### src/rtl/uart_frame_parser_pkg.sv
// Shared definitions for the UART command framer: state encoding and frame constants.
package uart_frame_parser_pkg;

    typedef enum logic [2:0] {
        ST_IDLE = 3'd0,
        ST_ADDR = 3'd1,
        ST_DHI  = 3'd2,
        ST_DLO  = 3'd3,
        ST_CHK  = 3'd4
    } state_t;

    localparam logic [7:0]  SYNC_BYTE = 8'hA5;
    localparam int unsigned FRAME_LEN = 5;

endpackage

### src/rtl/uart_frame_parser_timeout.sv
// Inter-byte idle counter; flags a stalled frame when the gap reaches TIMEOUT cycles.
module frame_timeout #(
    parameter int unsigned TIMEOUT = 50000
) (
    input  logic clk,
    input  logic rst,
    input  logic clr,
    input  logic run,
    output logic expired
);

    localparam int unsigned W = $clog2(TIMEOUT + 1);
    localparam logic [W-1:0] LIMIT = W'(TIMEOUT);

    logic [W-1:0] cnt;

    always_ff @(posedge clk or posedge rst) begin
        if (rst) begin
            cnt <= '0;
        end else if (clr || !run || cnt == LIMIT) begin
            cnt <= '0;
        end else begin
            cnt <= cnt + W'(1);
        end
    end

    // A byte arriving on the limit cycle suppresses the expiry
    assign expired = run && !clr && (cnt == LIMIT);

endmodule

### src/rtl/uart_frame_parser.sv
// Assembles SYNC/ADDR/DHI/DLO/CHK frames from UART bytes and emits validated register writes.
module uart_frame_parser
    import uart_frame_parser_pkg::*;
#(
    parameter logic [7:0]  SYNC    = SYNC_BYTE,
    parameter int unsigned TIMEOUT = 50000
) (
    input  logic        clk,
    input  logic        rst,
    input  logic        rcv,
    input  logic [7:0]  data,
    output logic        wr_en,
    output logic [7:0]  wr_addr,
    output logic [15:0] wr_data,
    output logic        frame_err,
    output logic        tout_err
);

    state_t     state, state_next;
    logic [7:0] addr_q, hi_q, lo_q, chk_q;
    logic       tout_hit, fire_wr, fire_ferr;

    frame_timeout #(.TIMEOUT(TIMEOUT)) u_timeout (
        .clk     (clk),
        .rst     (rst),
        .clr     (rcv),
        .run     (state != ST_IDLE),
        .expired (tout_hit)
    );

    always_ff @(posedge clk or posedge rst) begin
        if (rst) state <= ST_IDLE;
        else     state <= state_next;
    end

    always_comb begin
        state_next = state;
        if (tout_hit) begin
            state_next = ST_IDLE;
        end else if (rcv) begin
            case (state)
                ST_IDLE: if (data == SYNC) state_next = ST_ADDR;
                ST_ADDR: state_next = ST_DHI;
                ST_DHI:  state_next = ST_DLO;
                ST_DLO:  state_next = ST_CHK;
                ST_CHK:  state_next = ST_IDLE;
                default: state_next = ST_IDLE;
            endcase
        end
    end

    always_comb begin
        fire_wr   = 1'b0;
        fire_ferr = 1'b0;
        if (rcv && !tout_hit && state == ST_CHK) begin
            fire_wr   = (data == chk_q);
            fire_ferr = (data != chk_q);
        end
    end

    always_ff @(posedge clk or posedge rst) begin
        if (rst) begin
            addr_q    <= '0;
            hi_q      <= '0;
            lo_q      <= '0;
            chk_q     <= '0;
            wr_en     <= 1'b0;
            wr_addr   <= '0;
            wr_data   <= '0;
            frame_err <= 1'b0;
            tout_err  <= 1'b0;
        end else begin
            wr_en     <= fire_wr;
            frame_err <= fire_ferr;
            tout_err  <= tout_hit;
            if (fire_wr) begin
                wr_addr <= addr_q;
                wr_data <= {hi_q, lo_q};
            end
            if (rcv && !tout_hit) begin
                case (state)
                    ST_IDLE: if (data == SYNC) chk_q <= '0;
                    ST_ADDR: begin addr_q <= data; chk_q <= chk_q ^ data; end
                    ST_DHI:  begin hi_q   <= data; chk_q <= chk_q ^ data; end
                    ST_DLO:  begin lo_q   <= data; chk_q <= chk_q ^ data; end
                    default: ;
                endcase
            end
        end
    end

endmodule

### config.mk
export PLATFORM = sky130hd
export DESIGN_NAME = uart_frame_parser
export DESIGN_NICKNAME = d
export VERILOG_FILES = /design/src/rtl/uart_frame_parser_pkg.sv /design/src/rtl/uart_frame_parser_timeout.sv /design/src/rtl/uart_frame_parser.sv
export SDC_FILE = /design/constraint.sdc
export NUM_CORES = 1
export LEC_CHECK = 0
export ABC_AREA = 0
export BUFFER_PORTS_ARGS = -buffer_cell sky130_fd_sc_hd__buf_2
export CAP_MARGIN = 20
export CORE_ASPECT_RATIO = 0.6
export CORE_UTILIZATION = 58
export CTS_BUF_LIST = sky130_fd_sc_hd__clkbuf_16
export DETAILED_ROUTE_END_ITERATION = 7
export GPL_TIMING_DRIVEN = 0
export PLACE_DENSITY_LB_ADDON = 0.12
export SYNTH_ARGS = -nofsm -noshare
export SYNTH_HDL_FRONTEND = slang
export SYNTH_SLANG_ARGS = --single-unit
### constraint.sdc
create_clock -name clk -period 3.2 [get_ports clk]
set_input_delay 0.32 -clock clk [delete_from_list [all_inputs] [get_ports clk]]
set_output_delay 0.32 -clock clk [all_outputs]
set_load 0.005 [all_outputs]
# Word-level counts from Yosys, hierarchy flattened
# Index checks and enable logic that the tools add are counted.
# word_totals
n_memories	0
ff_bits	78
rom_bits	0
latch_bits	0
out_inout_bits	27
mem_bits_rw	0
# op_classes
n_shift	0
mux	9
n_bitwise	1
div	0
n_reduce_logical	19
eq_ne	10
mul	0
magnitude_cmp	0
n_addsub	1
# ops
operator	count
16-bit by 1-bit adder with 16-bit output (second input constant)	1
16-bit == test (second input constant)	1
16-bit two-way mux	1
8-bit one-hot mux with 2 select lines	1
3-bit one-hot mux with 4 select lines	1
3-bit two-way mux	3
8-bit == test	1
8-bit == test (second input constant)	1
8-bit two-way mux	1
8-bit inequality test	1
2-bit AND reduction	4
8-bit XOR	1
3-bit by 2-bit == test with 1-bit output (second input constant)	2
1-bit logical AND	4
2-bit nonzero test	2
3-bit by 1-bit == test with 1-bit output (second input constant)	1
3-bit == test (second input constant)	1
1-bit logical NOT	3
3-bit logical NOT	1
3-bit inequality test (second input constant)	1
3-bit AND reduction	1
3-bit nonzero test	1
3-bit OR reduction	1
1-bit logical OR	2
2 further kinds	3

# Logic depth before layout (Yosys ltp)
# Gate-level depths: netlist of the first run.
# logic_depth
ltp_word	7
depth_mapped	7

# Modules after synthesis
# Synthesis of the first run repeated with hierarchy kept, for this count alone.
# unflattened
hier_cells	268
hier_area_um2	3490.8
# by_module_without_submodules
module	seq_area_each_um2	area_per_inst_um2	instances	cells_each
uart_frame_parser	1551.5	2613.8	1	181
frame_timeout	400.4	877.1	1	87

# Worst setup path before layout of the first run
# OpenSTA, ideal clock, no wires.
# synth_timing
path_type	register -> register
start	reg chk_q[6]
end	reg wr_addr[0]
path_buffers	1
period_less_slack_ps	1690
path_stages_with_launch	6
setup_time_ps	125
required_ps	3075
setup_slack_ps	1510
arrival_ps	1565
path_cell_list	dfrtp_1 > xor2_1 > nor4_2 > nand3_2 > buf_6 > mux2_4
# synth_between
elab_chain_len	2
# synth_rtl
element	line	text
from (decl)	uart_frame_parser.sv:20	logic [7:0] addr_q, hi_q, lo_q, chk_q;
from (signal assigned)	uart_frame_parser.sv:83	ST_ADDR: begin addr_q <= data; chk_q <= chk_q ^ data; end
from (signal assigned)	uart_frame_parser.sv:84	ST_DHI: begin hi_q <= data; chk_q <= chk_q ^ data; end
from (signal assigned)	uart_frame_parser.sv:85	ST_DLO: begin lo_q <= data; chk_q <= chk_q ^ data; end
8-bit == test	uart_frame_parser.sv:56	fire_wr = (data == chk_q);
1-bit two-way mux	uart_frame_parser.sv:55	if (rcv && !tout_hit && state == ST_CHK) begin
to (signal assigned)	uart_frame_parser.sv:77	wr_addr <= addr_q;
to (decl)	uart_frame_parser.sv:13	output logic [7:0] wr_addr,
# No other way between the ends.
# A chain may end at the register's enable or synchronous reset.

# Worst setup path in the final report of the first run
# layout_timing
start	reg state[2]
end	reg addr_q[4]
# layout_between
elab_chain_len	6
# layout_rtl
element	line	text
from (decl)	uart_frame_parser.sv:19	state_t state, state_next;
from (signal assigned)	uart_frame_parser.sv:33	else state <= state_next;
3-bit nonzero test	uart_frame_parser.sv:27	.run (state != ST_IDLE),
1-bit logical AND (2 in a row)	uart_frame_parser_timeout.sv:28	assign expired = run && !clr && (cnt == LIMIT);
1-bit logical NOT	uart_frame_parser.sv:80	if (rcv && !tout_hit) begin
1-bit logical AND	uart_frame_parser.sv:80	
2-bit AND reduction (no line) (*)	--	
to (signal assigned)	uart_frame_parser.sv:83	
to (decl)	uart_frame_parser.sv:20	
# Mark *: on every way between the ends. The rest lies on a longest branch, timed or not.

==> results of run 1 <==
[cell families after synthesis]
family | count (synthesis)
and+or+nand+nor | 79
DFF | 78
muxes | 48
AOI/OAI and AO/OA | 27
xor gates and xnor gates | 19
buffers and inverters | 16
adders and majority gates | 2
[final timing paths]
kind,start,endpoint,slack (ns),cells past startpoint
min in group asynchronous,rst,u_timeout.cnt[10],0.51,3
setup reg to reg,state[2],addr_q[4],1.26,4
hold / removal,data[5],lo_q[5],0.33,2
hold reg to reg,addr_q[5],wr_addr[5],0.50,1
setup / recovery,state[2],addr_q[4],1.26,4
max in group asynchronous,rst,lo_q[0],2.13,4
[final cells by class]
| cell class | count | area, sq um | area share |
|---|---|---|---|
| repair buffers | 39 | 223 | 0.0537 |
| flip-flops and latches | 78 | 1950 | 0.470 |
| inverters | 8 | 32.5 | 0.00784 |
| plain buffers | 8 | 51.3 | 0.0124 |
| clock buffers | 9 | 225 | 0.0543 |
| well taps | 80 | 100 | 0.0241 |
| clock inverters | 7 | 88.8 | 0.0214 |
| multi-input cells | 175 | 1480 | 0.356 |
[cell usage after synthesis (all sizes together)]
library cell	count	share of area
and4b	1	0.0029
mux2	48	0.17
buf	6	0.012
xnor2	7	0.017
xor2	12	0.030
o311ai	1	0.0025
nor4bb	2	0.0057
o31ai	3	0.0064
and3	4	0.0071
a21bo	1	0.0029
inv	8	0.0086
or4	3	0.0064
nor2b	17	0.030
and3b	1	0.0025
o2bb2ai	8	0.020
nor2	15	0.018
dfrtp	78	0.56
a21oi	13	0.019
nand2b	1	0.0018
nand3	9	0.016
nor4	3	0.0089
a21boi	1	0.0021
clkbuf	2	0.0025
nand4	3	0.0053
or3b	1	0.0025
and4	1	0.0029
nand3b	1	0.0021
ha	2	0.0071
nand2	8	0.0086
nor3	4	0.0057
nor3b	1	0.0036
nor4b	3	0.0075
or2	1	0.0018
[worst max-delay path, delay by kind of cell, from the launching register on]
kind,cells,cell delay (ns)
muxes,1,0.43
buffers and inverters,1,0.29
and+or+nand+nor,2,0.67
DFF,1,0.41
[per-layer routing]
| layer | up-vias | track usage | routed length, microns |
|---|---|---|---|
| met5 | - | 0 | 0 |
| met3 | 11 | 0.0833 | 422 |
| li1 | 1050 | - | - |
| met2 | 66 | 0.357 | 2970 |
| met4 | 0 | 0.0964 | 118 |
| met1 | 1132 | 0.365 | 3430 |
[layout by cell type (no fill, tap or decap), types with 9 or more instances in the layout]
cell type,count
dfrtp_1,78
nor2b_1,17
buf_2,41
nor2_1,14
mux2_2,29
xor2_1,12
a21oi_1,13
mux2_4,19
clkbuf_16,9
[per-stage QoR]
step	utilization	instance area [sq um]	std cells	worst slack, ns	hold slack, ns
after global placement	0.666	3790	386	0.00883	0.480
after floorplan	-	3510	269	0.885	0.415
after CTS	0.728	4150	404	1.24	0.307
after detailed placement	0.671	3820	387	1.16	0.314
after global routing	0.728	4150	404	1.14	0.324
final	0.728	4150	404	1.26	0.328
[repair_timing]
item | 4_1_cts | 5_1_grt
buffers inserted | 0 | 0
hold buffers | 1 | 0
endpoints found under the hold margin | 23 | 0
[power breakdown]
| group | total (uW) | switching [uW] | internal (uW) |
|---|---|---|---|
| Sequential | 1390 | 171 | 1220 |
| Combinational | 622 | 305 | 317 |
| Clock | 1070 | 394 | 677 |
[state kept, by name, summed over array words and instances, names as in the netlist]
| register | count |
|---|---|
| addr_q | 8 |
| chk_q | 8 |
| frame_err | 1 |
| hi_q | 8 |
| lo_q | 8 |
| state | 3 |
| tout_err | 1 |
| u_timeout.cnt | 16 |
| wr_addr | 8 |
| wr_data | 16 |
| wr_en | 1 |
==> reports/metrics.yaml, run 1 <==
outcome:
  outcome: "finished clean"
floorplan:
  dieArea_sq_um: 6380
  die_h_microns: 62.3
  rows: 21
  placeableCoreArea_sq_um: 5700
  die_w_microns: 102
  ios: 38
  initial_core_util: 0.616
sta:
  slew_viol_final: 0
  worst_pin_slew_ns: 0.776
  maxSlewHeadroom: 0.481
  fin_crit_ns: 1.94
  rsz0062_at_grt: "false"
  hold_violations: 0
  skew_ns: 0.00796
  finalSetupTns_ns: 0
  setup_viol: 0
  finalCritPeriodShare: 0.606
  max_freq_mhz: 516
setup_path:
  path_class: "register to register"
  arrival_ns: 2.15
  worstPathRequired_ns: 3.41
  critPathSlowestCell: "nand3_1"
  startpoint_type: "register"
  crit_chain: "nor2b_1 > buf_2 > nand3_1 > mux2_2"
  critPathCaptureType: "register"
  path_max_fanout: 10
  worst_path_largest_cell_delay_ns: 0.43
clock_network:
  cts_tree: "built"
  cts_resized: 0
  numCtsBuffers: 9
  cts_root_buf: "clkbuf_16"
  cts.clk_slew.worst_paths_ns: 0.06
  clock-sinks: 78
  clock_path_buffers: 2
  h-tree-depth: 3
  clk_latency_ns: 0.33
placement:
  dp_hpwl_microns: 4650
  port_buffers: 37
  place.gp.congestion: 0.826
yosys:
  yosys_warnings: 0
  synthAdderAreaFrac: 0.00713
  syn_nets: 282
  synth_xor_area_frac: 0.0474
  synth_top_family_by_area: "multiplexers"
  ys_seq_area_frac: 0.556
  muxShareOfSynthArea: 0.174
  ys_types: 39
  syn_inst: 269
  syn_avg_cell_area_sq_um: 13.0
  synth_compound_gate_area_share: 0.0524
  ys_ff_latch: 78
  synth-simple-area-share: 0.139
  netlist_area_sq_um: 3510
detailed_routing:
  drt_iter0_drc: 114
  via_per_inst: 5.59
  drc: 0
  vias: 2259
  dr.pass1.iters: 4
  finalWirelength_microns: 6940
  wire_per_inst_microns: 17.2
  ant_nets: 0
pwr:
  p_leak_uw: 0.00200
  irDropWorstVdd_uv: 466
  totalPowerFinal_uw: 3080
  power_density_nw_per_um2: 743
finish:
  drive_gt1_frac: 0.361
  nFillCells: 392
  fin_nets: 332
  antenna_cells: 0
  area_delta_synth_final_pct: 18.2
hold_path:
  hp-class: "input port to register"
global_routing:
  grt_overflow: 0
  track_usage: 0.254
  antenna_found_initial: 0
  grt_max_degree: 56
  grt_first_pass_wirelength_microns: 11800
  grt_pass1_vias: 2360
job:
  max-cap-violations: 0
Note: power is estimated with default switching activity, not from simulation.
==> run 2: changes to the inputs <==
==> constraint.sdc (replaced) <==
create_clock -name clk -period 1.9 [get_ports clk]
set_input_delay 0.19 -clock clk [delete_from_list [all_inputs] [get_ports clk]]
set_output_delay 0.19 -clock clk [all_outputs]
set_load 0.005 [all_outputs]
==> reports/metrics.yaml, run 2 (synthesis results as in run 1) <==
setup_path:
  path_max_fanout: 10
  crit_family: "simple AND/OR/NAND/NOR gates"
  critPathSlowestCell: "dfrtp_1"
  worst_path_largest_cell_delay_ns: 0.42
  arrival_ns: 1.99
  critPathCaptureType: "register"
  crit_chain: "xor2_1 > nor4_2 > nand3_2 > buf_6 > mux2_4"
  path_buf_inv: 1
  startpoint_type: "register"
  path_class: "register to register"
  worstPathRequired_ns: 2.11
finish:
  antenna_cells: 0
  post-route-util: 0.743
  fin_nets: 335
  reg_top3: "u_timeout.cnt x16, wr_data x16"
  drive_gt1_frac: 0.376
  layout_commonest_cell: "dfrtp_1"
  area_delta_synth_final_pct: 20.7
  layout_common_cells: "dfrtp_1 (78), buf_2 (41), mux2_2 (29)"
  nFillCells: 390
floorplan:
  placeableCoreArea_sq_um: 5700
  die_h_microns: 62.3
  rows: 21
  initial_core_util: 0.616
  dieArea_sq_um: 6380
  ios: 38
  die_w_microns: 102
placement:
  dp_slack_ns: -0.0181
  place.gp.congestion: 0.808
  port_buffers: 37
  dp_hpwl_microns: 4640
pwr:
  irDropWorstVdd_uv: 773
  pwr-share-seq: 0.425
  power_density_nw_per_um2: 1300
  combPwrFrac: 0.201
  p_leak_uw: 0.00204
  power.switching_uw: 1470
  swShare: 0.267
  pwr-share-clk: 0.374
  intPower_uw: 4040
  totalPowerFinal_uw: 5510
sta:
  hold_violations: 0
  fin_ws_ns: 0.126
  maxSlewHeadroom: 0.465
  skew_ns: 0.00619
  worst_pin_slew_ns: 0.801
  rsz0062_at_grt: "false"
  slew_viol_final: 0
  fin_crit_ns: 1.77
  max_freq_mhz: 564
  finalSetupTns_ns: 0
  finalCritPeriodShare: 0.934
  setup_viol: 0
clock_network:
  cts_root_buf: "clkbuf_16"
  cts.clk_slew.worst_paths_ns: 0.06
  cts_tree: "built"
  clock_path_buffers: 2
  numCtsBuffers: 9
  clk_latency_ns: 0.33
  hold_buffers: 0
  clock-sinks: 78
  h-tree-depth: 3
global_routing:
  grt_pass1_vias: 2270
  track_usage: 0.251
  grt_overflow: 0
  grt_max_degree: 42
  grt_first_pass_wirelength_microns: 11600
  antenna_found_initial: 0
detailed_routing:
  ant_nets: 0
  dr.pass1.iters: 4
  wire_per_inst_microns: 17.1
  drt_iter0_drc: 108
  via_per_inst: 5.48
  drc: 0
  vias: 2230
  finalWirelength_microns: 6980
outcome:
  outcome: "finished clean"
hold_path:
  hp-class: "input port to async pin"
job:
  max-cap-violations: 0
[run 2: power by group through the flow]
| stage | Combinational (uW) | Sequential, uW | Clock [uW] |
|---|---|---|---|
| after floorplan | 820 | 2280 | 0 |
| after global placement | 976 | 2330 | 0 |
| after detailed placement | 1030 | 2360 | 0 |
| after CTS | 1070 | 2340 | 2090 |
| after global routing | 1210 | 2400 | 2180 |
| final | 1110 | 2340 | 2060 |
[run 2: path summary, 6_finish.rpt]
path / start / cells past startpoint / endpoint / slack (ns)
worst max-delay path: chk_q[3] / 5 / wr_data[1] / 0.13
worst max register to register: chk_q[3] / 5 / wr_data[1] / 0.13
worst min register to register: wr_data[2] / 1 / wr_data[2] / 0.50
min in group clk: rcv / 2 / tout_err / 0.18
max in group asynchronous: rst / 3 / addr_q[7] / 1.24
worst min-delay path: rst / 2 / wr_data[3] / 0.003
[run 2: area by class of cell]
class                   count  area (sq um)  share of cell area
clock buffers               9           225              0.0532
clock inverters             7           136              0.0322
multi-input cells         175          1490               0.352
well taps                  80           100              0.0236
flip-flops and latches     78          1950               0.461
inverters                   8          33.8             0.00797
repair buffers             42           248              0.0585
plain buffers               8          51.3              0.0121
[run 2: what timing repair did]
| item | 4_1_cts | 5_1_grt |
|---|---|---|
| setup endpoints to repair | 19 | 38 |
| hold endpoints to repair | 0 | 0 |
| buffers inserted | 1 | 3 |
| gates resized for setup | 0 | 3 |
| pin swaps | 2 | 1 |
[run 2: metrics by stage]
step                area (sq um)  hold slack [ns]  instances
finish                      4240          0.00297        407
global route                4240           0.0612        407
CTS                         4190           0.0264        404
detailed placement          3820            0.382        387
global placement            3800            0.486        386
floorplan                   3510            0.285        269
[run 2: layer usage]
metal	part of all wire	vias up	track usage
met1	0.52	1109	0.374
met2	0.43	50	0.348
met3	0.040	11	0.0766
li1	-	1060	-
met5	0	-	0
met4	0.013	0	0.0821
